==> src/rtl/pc_sequencer.sv <==
// pc_sequencer: program counter and run control for the miniMips core.
// Optional return-address stack enabled by defining macro RAS_EN.
module pc_sequencer #(
  parameter int                 PC_W        = 8,
  parameter int                 INSTR_W     = 9,
  parameter logic [INSTR_W-1:0] HALT_OPCODE = 9'b101100100,
  parameter int                 CNT_W       = 16,
  parameter int                 RAS_DEPTH   = 4
) (
  input  logic               clk,
  input  logic               start,
  input  logic [INSTR_W-1:0] instr,
  input  logic               stall,
  input  logic               branch,
  input  logic [PC_W-1:0]    jump_amount,
  input  logic               call,
  input  logic               ret,
  output logic [PC_W-1:0]    pc,
  output logic               running,
  output logic               done,
  output logic               pc_wrap,
  output logic               ras_err,
  output logic [CNT_W-1:0]   cycle_count
);

  typedef enum logic [1:0] {
    S_RESET,
    S_RUN,
    S_HALT
  } state_e;

  localparam logic [PC_W-1:0]  PC_ONE  = {{(PC_W-1){1'b0}}, 1'b1};
  localparam logic [CNT_W-1:0] CNT_ONE = {{(CNT_W-1){1'b0}}, 1'b1};

  state_e            state_q, state_d, cur;
  logic [PC_W-1:0]   pc_q, pc_d;
  logic [PC_W-1:0]   pc_inc, pc_br;
  logic              inc_carry;
  logic              done_q, done_d;
  logic              wrap_q, wrap_d;
  logic              err_q, err_d;
  logic [CNT_W-1:0]  cnt_q, cnt_d;
  logic              is_halt;

  assign {inc_carry, pc_inc} = {1'b0, pc_q} + {1'b0, PC_ONE};
  assign pc_br   = pc_q + jump_amount;
  assign is_halt = (instr == HALT_OPCODE);

`ifdef RAS_EN
  localparam int              SP_W    = $clog2(RAS_DEPTH + 1);
  localparam logic [SP_W-1:0] SP_ONE  = SP_W'(1);
  localparam logic [SP_W-1:0] SP_FULL = SP_W'(RAS_DEPTH);

  logic [SP_W-1:0] sp_q, sp_d;
  logic [PC_W-1:0] ras_q [RAS_DEPTH];
  logic [PC_W-1:0] top_val;
  logic            push_en;

  // Read the top-of-stack entry (the one below the pointer)
  always_comb begin
    top_val = '0;
    for (int i = 0; i < RAS_DEPTH; i++) begin
      if (SP_W'(i) == sp_q - SP_ONE) top_val = ras_q[i];
    end
  end

  // Stack storage; pointer cleared on start, entries kept
  always_ff @(posedge clk) begin
    if (start) begin
      sp_q <= '0;
    end else begin
      sp_q <= sp_d;
      for (int i = 0; i < RAS_DEPTH; i++) begin
        if (push_en && SP_W'(i) == sp_q) ras_q[i] <= pc_inc;
      end
    end
  end
`else
  logic unused_ok;
  assign unused_ok = ^{call, ret, (RAS_DEPTH > 0)};
`endif

  // Effective state: start overrides everything as RESET
  always_comb begin
    cur = start ? S_RESET : state_q;
  end

  // Next-state, next-PC and sticky flag logic
  always_comb begin
    state_d = cur;
    pc_d    = pc_q;
    done_d  = done_q;
    wrap_d  = wrap_q;
    err_d   = err_q;
    cnt_d   = cnt_q;
`ifdef RAS_EN
    sp_d    = sp_q;
    push_en = 1'b0;
`endif
    unique case (cur)
      S_RESET: begin
        state_d = S_RUN;
      end
      S_RUN: begin
        if (cnt_q != {CNT_W{1'b1}}) cnt_d = cnt_q + CNT_ONE;
        if (stall) begin
          pc_d = pc_q;
        end else if (is_halt) begin
          state_d = S_HALT;
          done_d  = 1'b1;
        end
`ifdef RAS_EN
        else if (ret) begin
          if (sp_q != '0) begin
            pc_d = top_val;
            sp_d = sp_q - SP_ONE;
          end else begin
            pc_d  = pc_inc;
            err_d = 1'b1;
          end
        end else if (call) begin
          pc_d = pc_br;
          if (sp_q != SP_FULL) begin
            push_en = 1'b1;
            sp_d    = sp_q + SP_ONE;
          end else begin
            err_d = 1'b1;
          end
        end
`endif
        else if (branch) begin
          pc_d = pc_br;
        end else begin
          pc_d = pc_inc;
          if (inc_carry) wrap_d = 1'b1;
        end
      end
      S_HALT: begin
        state_d = S_HALT;
      end
      default: begin
        state_d = S_RESET;
      end
    endcase
  end

  // State and datapath registers with synchronous start reset
  always_ff @(posedge clk) begin
    if (start) begin
      state_q <= S_RUN;
      pc_q    <= '0;
      done_q  <= 1'b0;
      wrap_q  <= 1'b0;
      err_q   <= 1'b0;
      cnt_q   <= '0;
    end else begin
      state_q <= state_d;
      pc_q    <= pc_d;
      done_q  <= done_d;
      wrap_q  <= wrap_d;
      err_q   <= err_d;
      cnt_q   <= cnt_d;
    end
  end

  assign pc          = pc_q;
  assign running     = (cur == S_RUN);
  assign done        = done_q;
  assign pc_wrap     = wrap_q;
  assign ras_err     = err_q;
  assign cycle_count = cnt_q;

endmodule

==> config.mk <==
export PLATFORM = sky130hd
export DESIGN_NAME = pc_sequencer
export DESIGN_NICKNAME = d
export VERILOG_FILES = /design/src/rtl/pc_sequencer.sv
export SDC_FILE = /design/constraint.sdc
export NUM_CORES = 1
export LEC_CHECK = 0
export CORE_MARGIN = 2
export CORE_UTILIZATION = 47
export DETAILED_ROUTE_END_ITERATION = 8
export HOLD_SLACK_MARGIN = 0.15
export PLACE_DENSITY = 0.76
export SLEW_MARGIN = 20
export SYNTH_ARGS = -nofsm -noshare
export SYNTH_HDL_FRONTEND = slang
export SYNTH_SLANG_ARGS = --single-unit
==> constraint.sdc <==
create_clock -name clk -period 2.66 [get_ports clk]
set_clock_uncertainty 0.2 [all_clocks]
set_input_delay 0.399 -clock clk [delete_from_list [all_inputs] [get_ports clk]]
set_output_delay 0.399 -clock clk [all_outputs]
set_load 0.1 [all_outputs]
=== Yosys cells after proc, flatten, opt, wreduce, memory -nomap -nowiden ===
Index checks and enable logic that the tools add are counted.

* Add/sub/neg operators: 3
* Equal/unequal tests: 4
* Multiplexer cells: 5
* Bitwise gates (word level): 3
* Reduce and logical (&&, ||, !) cells: 5

{| class="wikitable"
|+ Operator list
! operator !! number
|-
| 16-bit by 1-bit adder with 16-bit output, second input constant || 1
|-
| 16-bit != test, second input constant || 1
|-
| 8-bit by 1-bit adder with 9-bit output, second input constant || 1
|-
| 9-bit equality test, second input constant || 1
|-
| 8-bit adder || 1
|-
| 8-bit two-way mux || 1
|-
| 2-bit two-way mux || 3
|-
| 2-bit case mux with 3 select lines || 1
|-
| 3-bit AND reduction || 2
|-
| 5-bit AND reduction || 1
|-
| 1-bit inverter || 3
|-
| 2-bit by 1-bit equality test with 1-bit output, second input constant || 1
|-
| 2-bit equality test, second input constant || 1
|-
| 2-bit logical NOT || 1
|-
| 2-bit AND reduction || 1
|}

* Register bits after elaboration: 28
* Bits of input ports: 23
* Word-level logic and storage cells: 25

=== Longest topological paths before layout ===
* Depth after elaboration: 4
* Depth in mapped cells: 8
* Mapped depth without buffers: 8

=== Least setup slack after synthesis ===
Ideal clock, no wire load.

* Kind: flip-flop to flip-flop
* From: register pc_q[0], in the netlist pc[0]
* To: register pc_q[4], in the netlist pc[4]
* Library setup time: 132 ps
* Arrival: 2391 ps
* Data required time: 2328 ps
* Slack: -63 ps
* Stages on the path, launching flop included: 9
* Path buffers: 0
* Path through: dfxtp_1 > ha_1 > inv_1 > fa_1 > nor2b_1 > o31a_1 > a21oi_1 > a211oi_1 > nor3_1

* Cells in the longest elaborated chain, start to end: 2

{| class="wikitable"
|+ RTL lines
! what !! RTL line !! RTL
|-
| start, declared || 36 || <nowiki>logic [PC_W-1:0] pc_q, pc_d;</nowiki>
|-
| start signal, assigned || 158 || <nowiki>pc_q <= pc_d;</nowiki>
|-
| 8-bit by 1-bit adder with 9-bit output or 8-bit adder (tied branches) || 45, 46 ||
|-
| 8-bit two-way mux * || 131 || <nowiki>else if (branch) begin</nowiki>
|}

Every way passes the cells marked *; elsewhere a longest branch is shown, timed or not.
A chain may end at the register's enable or synchronous reset.

=== Worst setup path in the final report ===
* From: input port jump_amount[1]
* To: register pc_q[7], in the netlist pc[7]

* Cells in the longest elaborated chain, start to end: 2

{| class="wikitable"
|+ RTL lines
! what !! RTL line !! RTL
|-
| start, declared || 15 || <nowiki>input logic [PC_W-1:0] jump_amount,</nowiki>
|-
| 8-bit adder || 46 || <nowiki>assign pc_br = pc_q + jump_amount;</nowiki>
|-
| 8-bit two-way mux || 131 ||
|}

Every way passes these cells.

==> impl_metrics.yaml <==
status:
  status: "complete, no violations"
critical_path:
  crit_path_start_kind: "primary input"
  timing.rr.start: "pc[4]"
  end_kind: "register"
  critPathKind: "primary input to register"
  cp_max_fo: 2
  crit_required_ns: 2.67
  cp-startpoint: "jump_amount[1]"
  worst_ep_arrival_time_ns: 2.33
cells_and_area:
  layout.nets: 289
  regArea_um2: 564
  drive_gt1_share_pct: 18.8
  num_antenna_cells: 0
  nFillCells: 344
  fin_cells: 303
  multiInputGateArea_um2: 1110
  area_growth_pct: 30.0
sta:
  fmax_mhz: 431
  rsz0062_at_grt: "false"
  min_period_ns: 2.32
  setup_total_negative_slack_ns: 0
  tightestPinTransition_ns: 0.766
  setup_viol: 0
  min_period_over_period_pct: 87.3
  relSlewSlack_pct: 48.3
  maxSlewViolCount: 0
  finalHoldViolations: 0
clocking:
  cts_tree: "done"
  h-tree-depth: 1
  cts_resized: 0
  postCtsSetupRepairBufs: 0
  clkLatencyLatePin_ns: 0.27
  root_buffer: "clkbuf_8"
  clock_sinks: 28
  clk_path_buf_depth: 2
  postCtsHoldBufs: 0
  clkTransAtPathRegs_ns: 0.10
  numCtsBuffers: 3
grt:
  grt_max_degree: 24
  antenna_found_initial: 0
  overflow: 0
  grt_pass1_wl_mm: 6.54
  grt_use_total_pct: 19.2
  grt_pass1_vias: 1460
detailed_routing:
  ant_nets: 0
  dr.pass1.iters: 4
  wl_mm: 3.79
  drc: 0
  vias: 1658
  drtIter0Drc: 101
  wl_per_cell_um: 12.5
  routed_via_density: 5.47
logic_synthesis:
  ys_warn_count: 0
  syn_area_um2: 1750
  synth_edf_count: 0
  synthesis.nets: 240
  synth.yosys.seq_area_share_pct: 32.0
  netlist_instances: 207
  synth_cell_types: 55
  async_reset_ff_share_pct: 0
  synth.avg_cell_area_um2: 8.46
  synth-seq-cells: 28
  synthFlopType: "dfxtp_1"
placement:
  gp_congestion: 0.769
  dp_hpwl_mm: 2.82
  numPortBuffers: 47
  dp_cells: 299
floorplan:
  initial_core_util_pct: 48.2
  dieArea_um2: 4230
  ioPinCount: 51
  row_count: 22
  die-height_um: 65.0
  die_x_um: 65.0
  core_area_um2: 3630
power:
  peakVddDrop_mv: 0.260
  power.leakage_uw: 0.000937
  p_per_area_nw_per_um2: 446
hold_path:
  hold_path.class: "register to register"
  hold_start: "done"
run:
  drv_cap: 0
-- power by group --
| group | internal [uW] | leakage (uW) | switching, uW |
|---|---|---|---|
| clock network | 133 | 0.0000288 | 135 |
| logic | 107 | 0.000680 | 188 |
| registers | 433 | 0.000228 | 19.8 |
-- state kept, by name (all words and copies together) (netlist names) --
signal       cells
pc               8
state_q          2
pc_wrap          1
cycle_count     16
done             1
-- synth_stat cells (6+ instances only) --
cell / number / area share, %
nand2_1: 10 / 2.1
nor3_1: 6 / 1.7
ha_1: 9 / 6.4
a21oi_1: 11 / 3.1
nand3_1: 9 / 2.6
dfxtp_1: 28 / 32
xor2_1: 11 / 5.5
nor2_1: 27 / 5.8
inv_1: 8 / 1.7
o21ai_0: 11 / 3.1
-- metrics by stage --
step           hold slack, ns  setup WS [ns]  area (um^2)  power [uW]  utilization [%]
6_report                0.292          0.339         2280        1010             62.6
5_1_grt                 0.321          0.213         2280        1060             62.6
4_1_cts                 0.306          0.321         2280        1030             62.6
3_5_place_dp            0.282         0.0494         2220         758             61.1
3_3_place_gp            0.266         0.0776         2220         754             61.1
2_1_floorplan           0.274         0.0109         1750         676                -
-- critical path, stage by stage --
cell	delay, ns
clkdlybuf4s50_1	0.43
ha_1	0.32
a211oi_1	0.26
o21ai_0	0.21
mux2i_1	0.16
a311oi_1	0.33
mux2i_1	0.23
-- kinds of logic after synthesis --
group,share of synthesized area [%]
flops,32.0
other cells,0.214
compound gates,20.7
simple gates,24.5
xor+xnor,7.51
mux,2.93
fa+ha+maj,7.58
buf+inv,4.57
-- worst paths after layout --
| check | end | slack (ns) | cells past startpoint |
|---|---|---|---|
| max reg2reg | pc[7] | 0.50 | 6 |
| min | done | 0.29 | 1 |
| min reg2reg | done | 0.29 | 1 |
| max | pc[7] | 0.34 | 7 |
-- layout make-up --
class,instances,area share (%)
multi-input cells,162,48.8
flip-flops and latches,28,24.8
repair buffers,52,19.9
well taps,48,2.64
clock buffers,4,2.42
inverters,9,1.48
-- layer usage --
metal | part of all wire, % | vias up | global-route usage (%)
li1 | - | 862 | -
met1 | 52 | 757 | 26.8
met2 | 42 | 35 | 30.5
met3 | 4.9 | 4 | 4.51
met4 | 0.90 | 0 | 3.91
met5 | 0 | - | 0
-- layout by cell type (no fill, tap or decap), types with 2 or more instances in the layout --
master | Yosys | layout
ha_1 | 9 | 9
clkdlybuf4s50_1 | 0 | 20
dfxtp_1 | 28 | 25
nand3_1 | 9 | 9
a211oi_1 | 3 | 3
o21ai_0 | 11 | 11
nand4_1 | 4 | 4
xnor2_1 | 4 | 4
mux2i_1 | 4 | 4
and4_1 | 2 | 2
and3_1 | 4 | 4
nor3b_1 | 2 | 2
dfxtp_2 | 0 | 3
inv_1 | 8 | 8
xor2_1 | 11 | 11
a31oi_1 | 3 | 3
nand2_1 | 10 | 10
o2111ai_1 | 3 | 3
a21oi_1 | 11 | 11
nor2_1 | 27 | 27
nor3_1 | 6 | 6
buf_4 | 2 | 31
o211ai_1 | 4 | 4
clkbuf_8 | 0 | 4
a21o_1 | 3 | 3
or3_1 | 3 | 3
nand2b_1 | 2 | 2
Power figures use the tool's default switching activity.
